===== src/rtl/m_store_buffer_pkg.sv =====
// Shared definitions for the M-stage store buffer: store op encodings,
// exception code, address-map bounds, FIFO entry layout and small helpers.
package m_store_buffer_pkg;

    // Store op encodings carried on the 32-bit st_op bus
    localparam logic [31:0] STORE_NONE = 32'd0;
    localparam logic [31:0] STORE_W    = 32'd1;
    localparam logic [31:0] STORE_H    = 32'd2;
    localparam logic [31:0] STORE_B    = 32'd3;

    // Exception codes reported on st_exc
    localparam logic [4:0] EXC_NONE = 5'd0;
    localparam logic [4:0] EXC_ADES = 5'd5;

    // Address map: data memory, two timers and the interrupt generator
    localparam logic [31:0] DM_LO     = 32'h0000_0000;
    localparam logic [31:0] DM_HI     = 32'h0000_2FFF;
    localparam logic [31:0] TIMER0_LO = 32'h0000_7F00;
    localparam logic [31:0] TIMER0_HI = 32'h0000_7F0B;
    localparam logic [31:0] TIMER1_LO = 32'h0000_7F10;
    localparam logic [31:0] TIMER1_HI = 32'h0000_7F1B;
    localparam logic [31:0] IG_LO     = 32'h0000_7F20;
    localparam logic [31:0] IG_HI     = 32'h0000_7F23;

    // Offset of the read-only COUNT register inside each timer block
    localparam logic [31:0] TIMER_COUNT_OFF = 32'h0000_0008;

    // Access width decoded from st_op
    typedef enum logic [1:0] {
        SIZE_NONE,
        SIZE_B,
        SIZE_H,
        SIZE_W
    } st_size_e;

    // One buffered store: word address plus lane-aligned data and enables
    typedef struct packed {
        logic [29:0] waddr;
        logic [31:0] wdata;
        logic [3:0]  byteen;
    } sb_entry_t;

    function automatic logic in_range(input logic [31:0] a,
                                      input logic [31:0] lo,
                                      input logic [31:0] hi);
        return (a >= lo) && (a <= hi);
    endfunction

    // Unknown encodings are treated like STORE_NONE so they never reach the bus
    function automatic st_size_e decode_op(input logic [31:0] op);
        st_size_e s;
        case (op)
            STORE_W: s = SIZE_W;
            STORE_H: s = SIZE_H;
            STORE_B: s = SIZE_B;
            default: s = SIZE_NONE;
        endcase
        return s;
    endfunction

endpackage


===== src/rtl/m_store_buffer_if.sv =====
// Pipeline-side and bus-side signals of the M-stage store buffer.
// slave: the store buffer itself; master: the pipeline/bridge driving it.
interface m_store_buffer_if;

    logic        st_valid;
    logic [31:0] st_op;
    logic [31:0] st_addr;
    logic [31:0] st_data;
    logic        flush;
    logic [31:0] ld_addr;
    logic        ld_valid;
    logic        st_stall;
    logic [4:0]  st_exc;
    logic        ld_stall;
    logic        bus_req;
    logic [31:0] bus_addr;
    logic [31:0] bus_wdata;
    logic [3:0]  bus_byteen;
    logic        bus_ready;

    modport slave (
        input  st_valid, st_op, st_addr, st_data, flush, ld_addr, ld_valid, bus_ready,
        output st_stall, st_exc, ld_stall, bus_req, bus_addr, bus_wdata, bus_byteen
    );

    modport master (
        output st_valid, st_op, st_addr, st_data, flush, ld_addr, ld_valid, bus_ready,
        input  st_stall, st_exc, ld_stall, bus_req, bus_addr, bus_wdata, bus_byteen
    );

endinterface


===== src/rtl/m_store_buffer_align.sv =====
// m_store_align: combinational store legality check and byte-lane packing.
// Maps (op, addr, data) to lane enables, replicated write data and AdES.
module m_store_align
    import m_store_buffer_pkg::*;
(
    input  logic [31:0] st_op_i,
    input  logic [31:0] st_addr_i,
    input  logic [31:0] st_data_i,
    output logic        store_o,
    output logic [3:0]  byteen_o,
    output logic [31:0] wdata_o,
    output logic [4:0]  exc_o
);

    st_size_e size;
    logic     in_timer;
    logic     in_map;
    logic     bad;

    // Decode width, pack lanes and flag any illegal address for this width
    always_comb begin
        // NOTE: every output gets a default first so no path leaves a latch behind.
        size     = decode_op(st_op_i);
        store_o  = (size != SIZE_NONE);
        byteen_o = 4'b0000;
        wdata_o  = 32'h0;
        exc_o    = EXC_NONE;
        bad      = 1'b0;

        in_timer = in_range(st_addr_i, TIMER0_LO, TIMER0_HI) ||
                   in_range(st_addr_i, TIMER1_LO, TIMER1_HI);
        in_map   = in_range(st_addr_i, DM_LO, DM_HI) || in_timer ||
                   in_range(st_addr_i, IG_LO, IG_HI);

        case (size)
            SIZE_W: begin
                byteen_o = 4'b1111;
                wdata_o  = st_data_i;
                // Timer COUNT registers are read-only
                bad      = (st_addr_i[1:0] != 2'b00) ||
                           (st_addr_i == TIMER0_LO + TIMER_COUNT_OFF) ||
                           (st_addr_i == TIMER1_LO + TIMER_COUNT_OFF);
            end
            SIZE_H: begin
                byteen_o = 4'b0011 << {st_addr_i[1], 1'b0};
                wdata_o  = {2{st_data_i[15:0]}};
                bad      = st_addr_i[0] || in_timer;
            end
            SIZE_B: begin
                byteen_o = 4'b0001 << st_addr_i[1:0];
                wdata_o  = {4{st_data_i[7:0]}};
                bad      = in_timer;
            end
            default: ;
        endcase

        if (store_o && (bad || !in_map)) begin
            exc_o = EXC_ADES;
        end
    end

endmodule


===== src/rtl/m_store_buffer.sv =====
// m_store_buffer: M-stage store path. Legal stores are packed into byte lanes
// and queued in a DEPTH-entry FIFO that drains to the bus bridge over
// bus_req/bus_ready. Optional macro STORE_LOAD_HAZARD_EN builds the
// load-vs-buffered-store word-address comparators driving ld_stall.
module m_store_buffer
    import m_store_buffer_pkg::*;
#(
    parameter int DEPTH = 2,
    parameter int PTR_W = $clog2(DEPTH)
) (
    input  logic              clk,
    input  logic              rst_n,
    m_store_buffer_if.slave   sb_if
);

    logic              a_store;
    logic [3:0]        a_byteen;
    logic [31:0]       a_wdata;
    logic [4:0]        a_exc;

    logic              active;
    logic              legal;
    logic              full;
    logic              pop;
    logic              push;

    logic [PTR_W-1:0]  rd_ptr_q, rd_ptr_d;
    logic [PTR_W-1:0]  wr_ptr_q, wr_ptr_d;
    logic [PTR_W:0]    count_q, count_d;
    logic [DEPTH-1:0]  valid_q, valid_d;
    sb_entry_t         mem_q [DEPTH];
    sb_entry_t         new_entry;
    sb_entry_t         head;

    m_store_align u_align (
        .st_op_i   (sb_if.st_op),
        .st_addr_i (sb_if.st_addr),
        .st_data_i (sb_if.st_data),
        .store_o   (a_store),
        .byteen_o  (a_byteen),
        .wdata_o   (a_wdata),
        .exc_o     (a_exc)
    );

    // An excepting or flushed store is dropped and never stalls
    assign active = sb_if.st_valid && a_store;
    assign legal  = active && (a_exc == EXC_NONE) && !sb_if.flush;
    assign full   = (count_q == (PTR_W+1)'(DEPTH));

    assign sb_if.bus_req = valid_q[rd_ptr_q];
    assign pop           = sb_if.bus_req && sb_if.bus_ready;

    // A pop while full frees the slot in the same cycle
    assign sb_if.st_stall = legal && full && !pop;
    assign push           = legal && !sb_if.st_stall;
    assign sb_if.st_exc   = active ? a_exc : EXC_NONE;

    assign new_entry = '{waddr: sb_if.st_addr[31:2], wdata: a_wdata, byteen: a_byteen};

    // Head entry drives the bus straight from storage, so it is stable while waiting
    assign head             = mem_q[rd_ptr_q];
    assign sb_if.bus_addr   = {head.waddr, 2'b00};
    assign sb_if.bus_wdata  = head.wdata;
    assign sb_if.bus_byteen = head.byteen;

    // Next pointers, occupancy and per-entry valid bits from push/pop
    always_comb begin
        rd_ptr_d = rd_ptr_q;
        wr_ptr_d = wr_ptr_q;
        count_d  = count_q;
        valid_d  = valid_q;
        if (pop) begin
            valid_d[rd_ptr_q] = 1'b0;
            rd_ptr_d          = rd_ptr_q + 1'b1;
        end
        // Applied after the pop so push-into-just-freed-slot leaves it valid
        if (push) begin
            valid_d[wr_ptr_q] = 1'b1;
            wr_ptr_d          = wr_ptr_q + 1'b1;
        end
        case ({push, pop})
            2'b10:   count_d = count_q + 1'b1;
            2'b01:   count_d = count_q - 1'b1;
            default: count_d = count_q;
        endcase
    end

    // Control state registers; reset drops any pending entries
    always_ff @(posedge clk or negedge rst_n) begin
        // NOTE: sequential state uses non-blocking assignments so every flop samples pre-edge values.
        if (!rst_n) begin
            rd_ptr_q <= '0;
            wr_ptr_q <= '0;
            count_q  <= '0;
            valid_q  <= '0;
        end else begin
            rd_ptr_q <= rd_ptr_d;
            wr_ptr_q <= wr_ptr_d;
            count_q  <= count_d;
            valid_q  <= valid_d;
        end
    end

    // Entry storage, written at the tail on push
    always_ff @(posedge clk or negedge rst_n) begin
        // NOTE: the storage is reset on purpose: it is only a few entries and the bus outputs read it directly, so they come up 0.
        if (!rst_n) begin
            for (int i = 0; i < DEPTH; i++) begin
                mem_q[i] <= '0;
            end
        end else if (push) begin
            mem_q[wr_ptr_q] <= new_entry;
        end
    end

`ifdef STORE_LOAD_HAZARD_EN
    logic ld_hit;
    logic unused_ld_low;

    // A load stalls while any buffered store targets the same word
    always_comb begin
        ld_hit = 1'b0;
        for (int i = 0; i < DEPTH; i++) begin
            if (valid_q[i] && (mem_q[i].waddr == sb_if.ld_addr[31:2])) begin
                ld_hit = 1'b1;
            end
        end
    end

    assign sb_if.ld_stall = sb_if.ld_valid && ld_hit;
    assign unused_ld_low  = ^sb_if.ld_addr[1:0];
`else
    logic unused_ld;

    assign sb_if.ld_stall = 1'b0;
    assign unused_ld      = ^{sb_if.ld_valid, sb_if.ld_addr};
`endif

endmodule


===== src/flat_wrapper.sv =====
// flat-port wrapper written by rule: the top's interface ports become plain ports
module m_store_buffer_flat import m_store_buffer_pkg::*;
#(
    parameter int DEPTH = 2,
    parameter int PTR_W = $clog2(DEPTH)
)
  (clk, rst_n, sb_if_st_valid, sb_if_st_op, sb_if_st_addr, sb_if_st_data, sb_if_flush, sb_if_ld_addr, sb_if_ld_valid, sb_if_bus_ready, sb_if_st_stall, sb_if_st_exc, sb_if_ld_stall, sb_if_bus_req, sb_if_bus_addr, sb_if_bus_wdata, sb_if_bus_byteen);
  m_store_buffer_if sb_if_i ();
  input  logic clk;
  input  logic rst_n;
  input wire logic [$bits(sb_if_i.st_valid)-1:0] sb_if_st_valid;
  input wire logic [$bits(sb_if_i.st_op)-1:0] sb_if_st_op;
  input wire logic [$bits(sb_if_i.st_addr)-1:0] sb_if_st_addr;
  input wire logic [$bits(sb_if_i.st_data)-1:0] sb_if_st_data;
  input wire logic [$bits(sb_if_i.flush)-1:0] sb_if_flush;
  input wire logic [$bits(sb_if_i.ld_addr)-1:0] sb_if_ld_addr;
  input wire logic [$bits(sb_if_i.ld_valid)-1:0] sb_if_ld_valid;
  input wire logic [$bits(sb_if_i.bus_ready)-1:0] sb_if_bus_ready;
  output wire logic [$bits(sb_if_i.st_stall)-1:0] sb_if_st_stall;
  output wire logic [$bits(sb_if_i.st_exc)-1:0] sb_if_st_exc;
  output wire logic [$bits(sb_if_i.ld_stall)-1:0] sb_if_ld_stall;
  output wire logic [$bits(sb_if_i.bus_req)-1:0] sb_if_bus_req;
  output wire logic [$bits(sb_if_i.bus_addr)-1:0] sb_if_bus_addr;
  output wire logic [$bits(sb_if_i.bus_wdata)-1:0] sb_if_bus_wdata;
  output wire logic [$bits(sb_if_i.bus_byteen)-1:0] sb_if_bus_byteen;
  assign sb_if_i.st_valid = sb_if_st_valid;
  assign sb_if_i.st_op = sb_if_st_op;
  assign sb_if_i.st_addr = sb_if_st_addr;
  assign sb_if_i.st_data = sb_if_st_data;
  assign sb_if_i.flush = sb_if_flush;
  assign sb_if_i.ld_addr = sb_if_ld_addr;
  assign sb_if_i.ld_valid = sb_if_ld_valid;
  assign sb_if_i.bus_ready = sb_if_bus_ready;
  assign sb_if_st_stall = sb_if_i.st_stall;
  assign sb_if_st_exc = sb_if_i.st_exc;
  assign sb_if_ld_stall = sb_if_i.ld_stall;
  assign sb_if_bus_req = sb_if_i.bus_req;
  assign sb_if_bus_addr = sb_if_i.bus_addr;
  assign sb_if_bus_wdata = sb_if_i.bus_wdata;
  assign sb_if_bus_byteen = sb_if_i.bus_byteen;
  m_store_buffer #(.DEPTH(DEPTH), .PTR_W(PTR_W)) u_core (.clk(clk), .rst_n(rst_n), .sb_if(sb_if_i));
endmodule

===== config.mk =====
export PLATFORM = sky130hd
export DESIGN_NAME = m_store_buffer_flat
export DESIGN_NICKNAME = d
export VERILOG_FILES = /design/src/rtl/m_store_buffer_pkg.sv /design/src/rtl/m_store_buffer_if.sv /design/src/rtl/m_store_buffer_align.sv /design/src/rtl/m_store_buffer.sv /design/src/flat_wrapper.sv
export SDC_FILE = /design/constraint.sdc
export NUM_CORES = 1
export LEC_CHECK = 0
export BUFFER_PORTS_ARGS = -buffer_cell sky130_fd_sc_hd__buf_2
export CAP_MARGIN = 10
export CELL_PAD_IN_SITES_DETAIL_PLACEMENT = 1
export CELL_PAD_IN_SITES_GLOBAL_PLACEMENT = 1
export CORE_MARGIN = 1.5
export CORE_UTILIZATION = 43
export DETAILED_ROUTE_END_ITERATION = 8
export MAX_ROUTING_LAYER = met4
export PLACE_DENSITY_LB_ADDON = 0.1
export SYNTH_ARGS = -nofsm -noshare
export SYNTH_HDL_FRONTEND = slang
export SYNTH_SLANG_ARGS = --single-unit

===== constraint.sdc =====
create_clock -name clk -period 4 [get_ports clk]
set_input_delay 0.2 -clock clk [delete_from_list [all_inputs] [get_ports clk]]
set_output_delay 0.2 -clock clk [all_outputs]
set_load 0.05 [all_outputs]

==> results.py, run 1 <==
metrics = {
    "placed_design": {
        "portBuffers": 170,
        "place_congestion": 0.780,
        "place_ws_ns": 0.863,
        "place_inst": 890,
        "hpwl_um": 11700,
        "placed_area_mm2": 0.00767,
    },
    "timing": {
        "fmax_ghz": 0.328,
        "fin_ws_ns": 0.953,
        "finalCritPeriodShare_pct": 76.2,
        "tightest_slew_ns": 1.04,
        "skew_ns": 0.00638,
        "slew_headroom_pct": 30.5,
        "finalSetupViolCount": 0,
        "tns_ns": 0,
        "grt_setup_unrepaired": "false",
        "timing.final.hold_violations": 0,
        "period_minus_slack_ns": 3.05,
        "maxSlewViolCount": 0,
    },
    "logic_synthesis": {
        "synth_cell_types": 39,
        "synth-seq-cells": 138,
        "synth-seq-area-share_pct": 51.7,
        "synth_area_mm2": 0.00668,
        "synth_cells": 558,
        "ys_warn_count": 0,
        "syn_avg_cell_area_um2": 12.0,
    },
    "worst_setup_path": {
        "worstPathCellList": "mux2_2 > a21oi_1 > nor4_1 > and3_1 > and3_4 > mux2_2",
        "critPathLaunchType": "flip-flop",
        "crit_start": "u_core.rd_ptr_q",
        "max_stage_delay_ns": 0.73,
        "cp-end-kind": "flip-flop",
        "critPathKind": "reg -> reg",
        "worstPathRequired_ns": 4.29,
        "cpMaxStageDelayCell": "and3_4",
        "r2r-start": "u_core.rd_ptr_q",
        "cp_common_cell": "mux2_2",
        "arrival_ns": 3.34,
        "critPathMaxFanout": 50,
    },
    "final_layout": {
        "fillerInstances": 1620,
        "drive_gt1_share_pct": 48.1,
        "syn_to_final_growth_pct": 23.9,
        "fin_nets": 857,
        "final_cells": 924,
        "register_area_mm2": 0.00346,
        "multi_input_area_mm2": 0.00297,
        "finalInstanceArea_mm2": 0.00828,
    },
    "routing": {
        "vias_per_cell": 5.29,
        "wl_per_cell_um": 18.9,
        "drcViolationCount": 0,
        "first_pass_iters": 4,
        "wirelength_um": 17500,
        "drtIter0Drc": 169,
        "via_count": 4887,
        "antenna_left": 0,
    },
    "clock_tree": {
        "cts_tree": "done",
        "htreeDepth": 4,
        "cts.clk_slew.worst_paths_ns": 0.06,
        "clk_latency_ns": 0.42,
        "cts_sinks": 138,
        "clock_path_buffers": 2,
        "cts_inserted_buffers": 17,
        "root_buffer": "clkbuf_16",
        "post-cts-setup-buffers": 0,
        "cts_resized": 0,
    },
    "run_status": {
        "status": "finished clean",
    },
    "global_route": {
        "grt_pass1_wl_um": 27800,
        "antenna_found_initial": 1,
        "grt_pass1_vias": 5206,
        "grt_overflow": 0,
        "grt_use_total_pct": 23.0,
        "grt_start_max_net_pins": 116,
    },
    "floorplanning": {
        "io_pins": 210,
        "die_w_um": 128,
        "design.die.area_mm2": 0.0163,
        "core_mm2": 0.0152,
        "floorplan.initialDensity_pct": 44.0,
        "dieHeight_um": 128,
        "row_count": 45,
    },
    "pwr": {
        "power_density_mw_per_mm2": 380,
        "power.total_mw": 3.15,
        "ir_drop_uv": 294,
        "p_leak_nw": 4.31,
    },
    "worst_hold_path": {
        "worst_hold_startpoint": "sb_if_st_addr[9]",
        "hold_class": "in -> reg",
    },
    "job": {
        "drv_cap": 0,
    },
}
## state kept, by name, indices dropped and copies added (netlist names)
signal and flops:
u_core.count_q 2, u_core.mem_q 132, u_core.rd_ptr_q 1, u_core.valid_q 2, u_core.wr_ptr_q 1
## report_power, final
part	switching (mW)	leakage [nW]	internal (mW)	total (mW)
Clock	0.601	0.280	0.996	1.60
Combinational	0.0973	2.19	0.0581	0.155
Sequential	0.00000000000000815	1.84	1.40	1.40
## synthesized netlist by cell type
| cell type | instances | area [um^2] |
|---|---|---|
| or3_1 | 1 | 6.26 |
| buf_6 | 4 | 45.0 |
| a41oi_1 | 1 | 8.76 |
| mux2_2 | 133 | 1500 |
| clkbuf_2 | 2 | 10.0 |
| nand2_1 | 25 | 93.8 |
| o21a_1 | 2 | 15.0 |
| nor4_1 | 11 | 68.8 |
| nor3b_1 | 1 | 7.51 |
| conb_1 | 1 | 3.75 |
| nor2b_1 | 46 | 288 |
| o21ai_0 | 10 | 50.1 |
| nor2_1 | 34 | 128 |
| clkbuf_1 | 18 | 67.6 |
| mux2_4 | 8 | 120 |
| mux2i_1 | 24 | 240 |
| buf_2 | 7 | 35.0 |
| xnor2_1 | 3 | 26.3 |
| nor3_1 | 5 | 25.0 |
| ha_1 | 1 | 12.5 |
| nand3_1 | 4 | 20.0 |
| buf_4 | 9 | 67.6 |
| and3_1 | 4 | 25.0 |
| a22oi_1 | 8 | 60.1 |
| and2_1 | 1 | 6.26 |
| and3b_1 | 1 | 8.76 |
| nand4b_1 | 1 | 8.76 |
| o22a_1 | 1 | 8.76 |
| a21oi_1 | 23 | 115 |
| buf_1 | 1 | 3.75 |
| inv_1 | 16 | 60.1 |
| xor2_1 | 1 | 8.76 |
| nand4_1 | 3 | 18.8 |
| nand2b_1 | 5 | 31.3 |
| dfrtp_1 | 138 | 3450 |
| a31oi_1 | 1 | 6.26 |
| o41ai_1 | 1 | 8.76 |
| a211o_1 | 1 | 8.76 |
| a21o_1 | 2 | 15.0 |
## layout make-up
cell class / instances / area share, %
Antenna cell: 2 / 0.0605
Clock buffer: 21 / 5.44
Clock inverter: 10 / 1.74
Inverter: 16 / 0.725
Multi-Input combinational cell: 368 / 35.9
Sequential cell: 138 / 41.8
Tap cell: 188 / 2.84
Timing Repair Buffer: 181 / 11.5
## through the flow
stage               hold slack (ns)  utilization [%]
global placement              0.408             50.5
CTS                          0.0307             54.4
floorplan                   -0.0956                -
detailed placement            0.426             50.5
global route                 0.0430             54.4
finish                       0.0449             54.5
## cell usage in the layout (no fill, tap or decap), types with 3 or more instances in the layout
cell type,count
clkinvlp_4,3
nand2b_1,5
conb_1,6
a22oi_1,8
bufinv_16,3
mux2i_1,24
nand4_1,3
nor4_1,11
nor3_1,5
buf_4,9
nor2b_1,45
mux2_4,8
inv_1,16
mux2_2,133
nand2_1,25
o21ai_0,10
a21oi_1,23
buf_2,169
dfrtp_1,137
clkbuf_16,17
xnor2_1,3
clkbuf_1,3
nand3_1,4
nor2_1,34
## layer usage
metal  global-route usage (%)  wire length [um]  up-vias
li1                         -                 -     2250
met1                     28.2              7680     2486
met2                     38.5              8760      129
met3                     4.38               725       22
met4                     7.34               296        0
met5                        -                 0        -
## worst paths after layout
kind / end / slack [ns] / cells past startpoint
worst min-delay path: u_core.mem_q[109] / 0.04 / 2
min in group asynchronous: u_core.mem_q[74] / 0.49 / 2
worst max register to register: u_core.mem_q[17] / 0.95 / 6
worst min register to register: u_core.count_q[1] / 0.49 / 1
worst max-delay path: u_core.mem_q[17] / 0.95 / 6
max in group asynchronous: u_core.mem_q[67] / 2.54 / 3
## what timing repair did
action	CTS	global route
hold buffers	1	0
setup endpoints to repair	0	0
hold endpoints to repair	59	0
## worst max-delay path: cells and delay by family (launching register included)
family / cells / cell delay, ns
simple gates: 3 / 1.69
flops: 1 / 0.47
compound gates: 1 / 0.08
mux: 2 / 0.67
## cells by family (layout without fill, tap and decap cells)
| group | after synthesis | in the layout | synth area share (%) |
|---|---|---|---|
| multiplexers | 165 | 165 | 27.8 |
| flip-flops | 138 | 138 | 51.7 |
| buffers and inverters | 57 | 228 | 4.32 |
| AO/OA/AOI/OAI | 50 | 50 | 4.44 |
| XOR/XNOR | 4 | 4 | 0.524 |
| AND/OR/NAND/NOR | 142 | 142 | 11.0 |
| adder cells (fa/ha/maj) | 1 | 1 | 0.187 |
| other | 1 | 8 | 0.0561 |
(Power assumes the default switching activity.)
==> run 2: changes to the inputs <==
--- a/config.mk
+++ b/config.mk
@@ -5,12 +5,13 @@
 export SDC_FILE = /design/constraint.sdc
 export NUM_CORES = 1
 export LEC_CHECK = 0
+export ABC_AREA = 1
 export BUFFER_PORTS_ARGS = -buffer_cell sky130_fd_sc_hd__buf_2
 export CAP_MARGIN = 10
 export CELL_PAD_IN_SITES_DETAIL_PLACEMENT = 1
 export CELL_PAD_IN_SITES_GLOBAL_PLACEMENT = 1
 export CORE_MARGIN = 1.5
-export CORE_UTILIZATION = 43
+export CORE_UTILIZATION = 33
 export DETAILED_ROUTE_END_ITERATION = 8
 export MAX_ROUTING_LAYER = met4
 export PLACE_DENSITY_LB_ADDON = 0.1
==> constraint.sdc (replaced) <==
create_clock -name clk -period 2.6 [get_ports clk]
set_input_delay 0.13 -clock clk [delete_from_list [all_inputs] [get_ports clk]]
set_output_delay 0.13 -clock clk [all_outputs]
set_load 0.05 [all_outputs]
==> run 2 against run 1 <==
  * Clock power is 44% higher
  * First-iteration DRC count is 79% higher
  * Clock skew is 0.0047 ns higher
  * Core utilization is 12 points lower
  * Hold slack worse by 0.0080 ns
  * Combinational power is 72% higher
  * Synthesized cell count is 81% higher
  * Wire length is 37% higher
  * Final cell count is 57% higher
  * Critical path type is now in -> out
  * Critical endpoint is now sb_if_st_exc[0]
==> results.py, run 2 <==
metrics = {
    "logic_synthesis": {
        "synthArstFlopShare_pct": 100,
        "yosysTopAreaCell": "dfrtp_1",
        "ys.flop_type": "dfrtp_1",
        "synth_area_mm2": 0.00723,
        "synth_common_cells": "nand2_1 (508), dfrtp_1 (138), nand4_1 (102)",
        "synth_area_leaders": "dfrtp_1 (48%), nand2_1 (26%), nand4_1 (8.8%), inv_1 (3.2%), nor2_1 (2.9%)",
        "synth_edf_count": 0,
        "synth-seq-area-share_pct": 47.8,
        "ys_warn_count": 0,
        "synth_cells": 1008,
        "syn_avg_cell_area_um2": 7.17,
        "synth-seq-cells": 138,
        "synth_top_area_share_pct": 47.8,
        "yosysMostFrequentCell": "nand2_1",
        "synth_cell_types": 30,
    },
    "worst_setup_path": {
        "critPathMaxFanout": 3,
        "cpMaxStageDelayCell": "dlygate4sd3_1",
        "arrival_ns": 2.21,
        "cpLargestDelayFamily": "buffers and inverters",
        "worstPathRequired_ns": 2.47,
        "cp_num_buf_inv": 4,
        "ff2ff_setup_slack_ns": 0.52,
        "r2r_end": "u_core.count_q[1]",
        "critPathLaunchType": "input pin",
        "max_stage_delay_ns": 0.54,
        "cp-end-kind": "output port",
        "r2r_cells": 12,
        "r2r-start": "u_core.rd_ptr_q",
        "critPathKind": "in -> out",
        "worstPathCellList": "dlygate4sd3_1 > buf_2 > nor2_2 > nand2_1 > a21oi_1 > nand2_1 > o21bai_1 > nand2_1 > nand2_2 > nor2_2 > buf_4 > nor2_2 > buf_6",
    },
    "clock_tree": {
        "cts_tree": "done",
        "cts.clk_slew.worst_paths_ns": 0.06,
        "root_buffer": "clkbuf_16",
        "htreeDepth": 4,
        "clock_path_buffers": 2,
        "cts_sinks": 138,
        "cts_inserted_buffers": 17,
        "clk_latency_ns": 0.43,
    },
    "floorplanning": {
        "io_pins": 210,
        "design.die.area_mm2": 0.0228,
        "row_count": 53,
        "dieHeight_um": 151,
        "die_w_um": 151,
        "floorplan.initialDensity_pct": 34.0,
        "core_mm2": 0.0213,
    },
    "timing": {
        "tightest_slew_ns": 0.839,
        "finalSetupViolCount": 0,
        "timing.final.hold_violations": 0,
        "maxSlewViolCount": 0,
        "period_minus_slack_ns": 2.34,
        "slew_headroom_pct": 44.1,
        "finalCritPeriodShare_pct": 90.1,
        "tns_ns": 0,
        "skew_ns": 0.0111,
        "grt_setup_unrepaired": "false",
        "fmax_ghz": 0.427,
    },
    "routing": {
        "routed-wl-met3_um": 1150,
        "drtIter0Drc": 302,
        "wl_per_cell_um": 16.4,
        "wl_met1_um": 11400,
        "routed-wl-met2_um": 11100,
        "first_pass_iters": 5,
        "drcViolationCount": 0,
        "highest_layer": "met4",
        "antenna_left": 0,
        "wirelength_um": 23900,
        "vias_per_cell": 4.88,
        "via_count": 7106,
    },
    "pwr": {
        "p_leak_nw": 5.50,
        "power_density_mw_per_mm2": 519,
        "power.total_mw": 4.72,
        "ir_drop_uv": 420,
    },
    "global_route": {
        "grt_start_max_net_pins": 71,
        "grt_pass1_vias": 7213,
        "grt_use_total_pct": 22.6,
        "grt_overflow": 0,
        "antenna_found_initial": 0,
        "grt_pass1_wl_um": 38100,
    },
    "placed_design": {
        "place_inst": 1409,
        "portBuffers": 170,
        "place_congestion": 0.800,
        "hpwl_um": 15800,
        "placed_area_mm2": 0.00837,
    },
    "final_layout": {
        "top_register": "u_core.mem_q",
        "final_common_cell": "nand2_1",
        "antenna_cells": 0,
        "syn_to_final_growth_pct": 25.8,
        "fillerInstances": 2750,
        "largestRegisters": "u_core.mem_q x132, u_core.count_q x2, u_core.valid_q x2",
        "final_cells": 1455,
        "register_area_mm2": 0.00346,
        "drive_gt1_share_pct": 21.2,
        "final_cell_mix": "nand2_1 (505), buf_2 (167), dfrtp_1 (136)",
        "finalInstanceArea_mm2": 0.00909,
        "multi_input_area_mm2": 0.00323,
        "largest_register_ffs": 132,
        "fin_nets": 1302,
    },
    "run_status": {
        "status": "finished clean",
    },
    "worst_hold_path": {
        "worst_hold_startpoint": "sb_if_bus_ready",
        "hold_class": "in -> reg",
        "holdPathStages": 3,
        "holdPathEnd": "u_core.rd_ptr_q",
    },
    "job": {
        "drv_cap": 0,
    },
}
-- run 2: changes by cell type in the layout (fill, tap and decap cells not counted), sizes merged, moves of 20 or more --
cell,change
a21oi,-20
nor2,+25
nor2b,-46
nand4,+101
mux2,-141
inv,+51
mux2i,-24
nand3,+37
nand2,+486
-- run 2: power breakdown --
part	switching, mW	internal, mW
clock	1.00	1.30
combinational	0.175	0.0926
sequential	0.000908	2.15
-- run 2: logic make-up (layout without fill, tap and decap cells) --
group,count (synthesis),in the layout,share of synthesized area (%)
other cells,1,6,0.0519
fa+ha+maj,1,1,0.173
buf+inv,138,305,8.48
simple gates,718,718,42.5
compound gates,9,9,0.692
xor+xnor,3,3,0.364
flops,138,138,47.8
-- run 2: repair_timing --
item,in CTS,in global routing
hold buffers,14,0
setup buffers,0,0
endpoints found under the setup margin,0,2
hold endpoints to repair,94,0
gates resized for setup,0,10
-- run 2: through the flow --
step                setup slack, ns  util (%)  hold slack [ns]
floorplan                   0.00560         -           -0.166
global placement              0.230      39.3            0.218
detailed placement            0.161      39.3            0.219
CTS                          0.0183      42.6           0.0166
global route                 0.0399      42.7           0.0628
finish                        0.258      42.7           0.0369
-- run 2: worst max-delay path by stage --
stage                                 start                 to  slack (ns)  depth (start not counted)
after floorplan             u_core.rd_ptr_q  u_core.count_q[1]       0.006                         15
after global placement       sb_if_st_op[7]  u_core.count_q[1]        0.23                         13
after detailed placement     sb_if_st_op[6]  u_core.count_q[1]        0.16                         13
after CTS                 sb_if_st_addr[10]    sb_if_st_exc[0]        0.02                         16
after global routing       sb_if_st_addr[6]    sb_if_st_exc[0]        0.04                         13
final                      sb_if_st_addr[6]    sb_if_st_exc[0]        0.26                         13
-- run 2: cell type report --
class | instances | area share [%]
Clock inverter | 12 | 0.977
Tap cell | 275 | 3.78
Clock buffer | 20 | 5.13
Sequential cell | 138 | 38.0
Multi-Input combinational cell | 737 | 35.6
Inverter | 67 | 2.78
Timing Repair Buffer | 206 | 13.7
-- run 2: layer usage --
metal	up-vias	global-route usage, %
met2	180	36.2
met4	0	5.24
met5	-	-
met1	3418	29.3
li1	3494	-
met3	14	4.79
-- run 2: worst register-to-register path: cells and delay by family, from the launching register on --
family	cells	cell delay, ns
compound gates	2	0.22
fa+ha+maj	1	0.33
buf+inv	2	0.19
simple gates	6	0.66
xor+xnor	1	0.14
flops	1	0.43
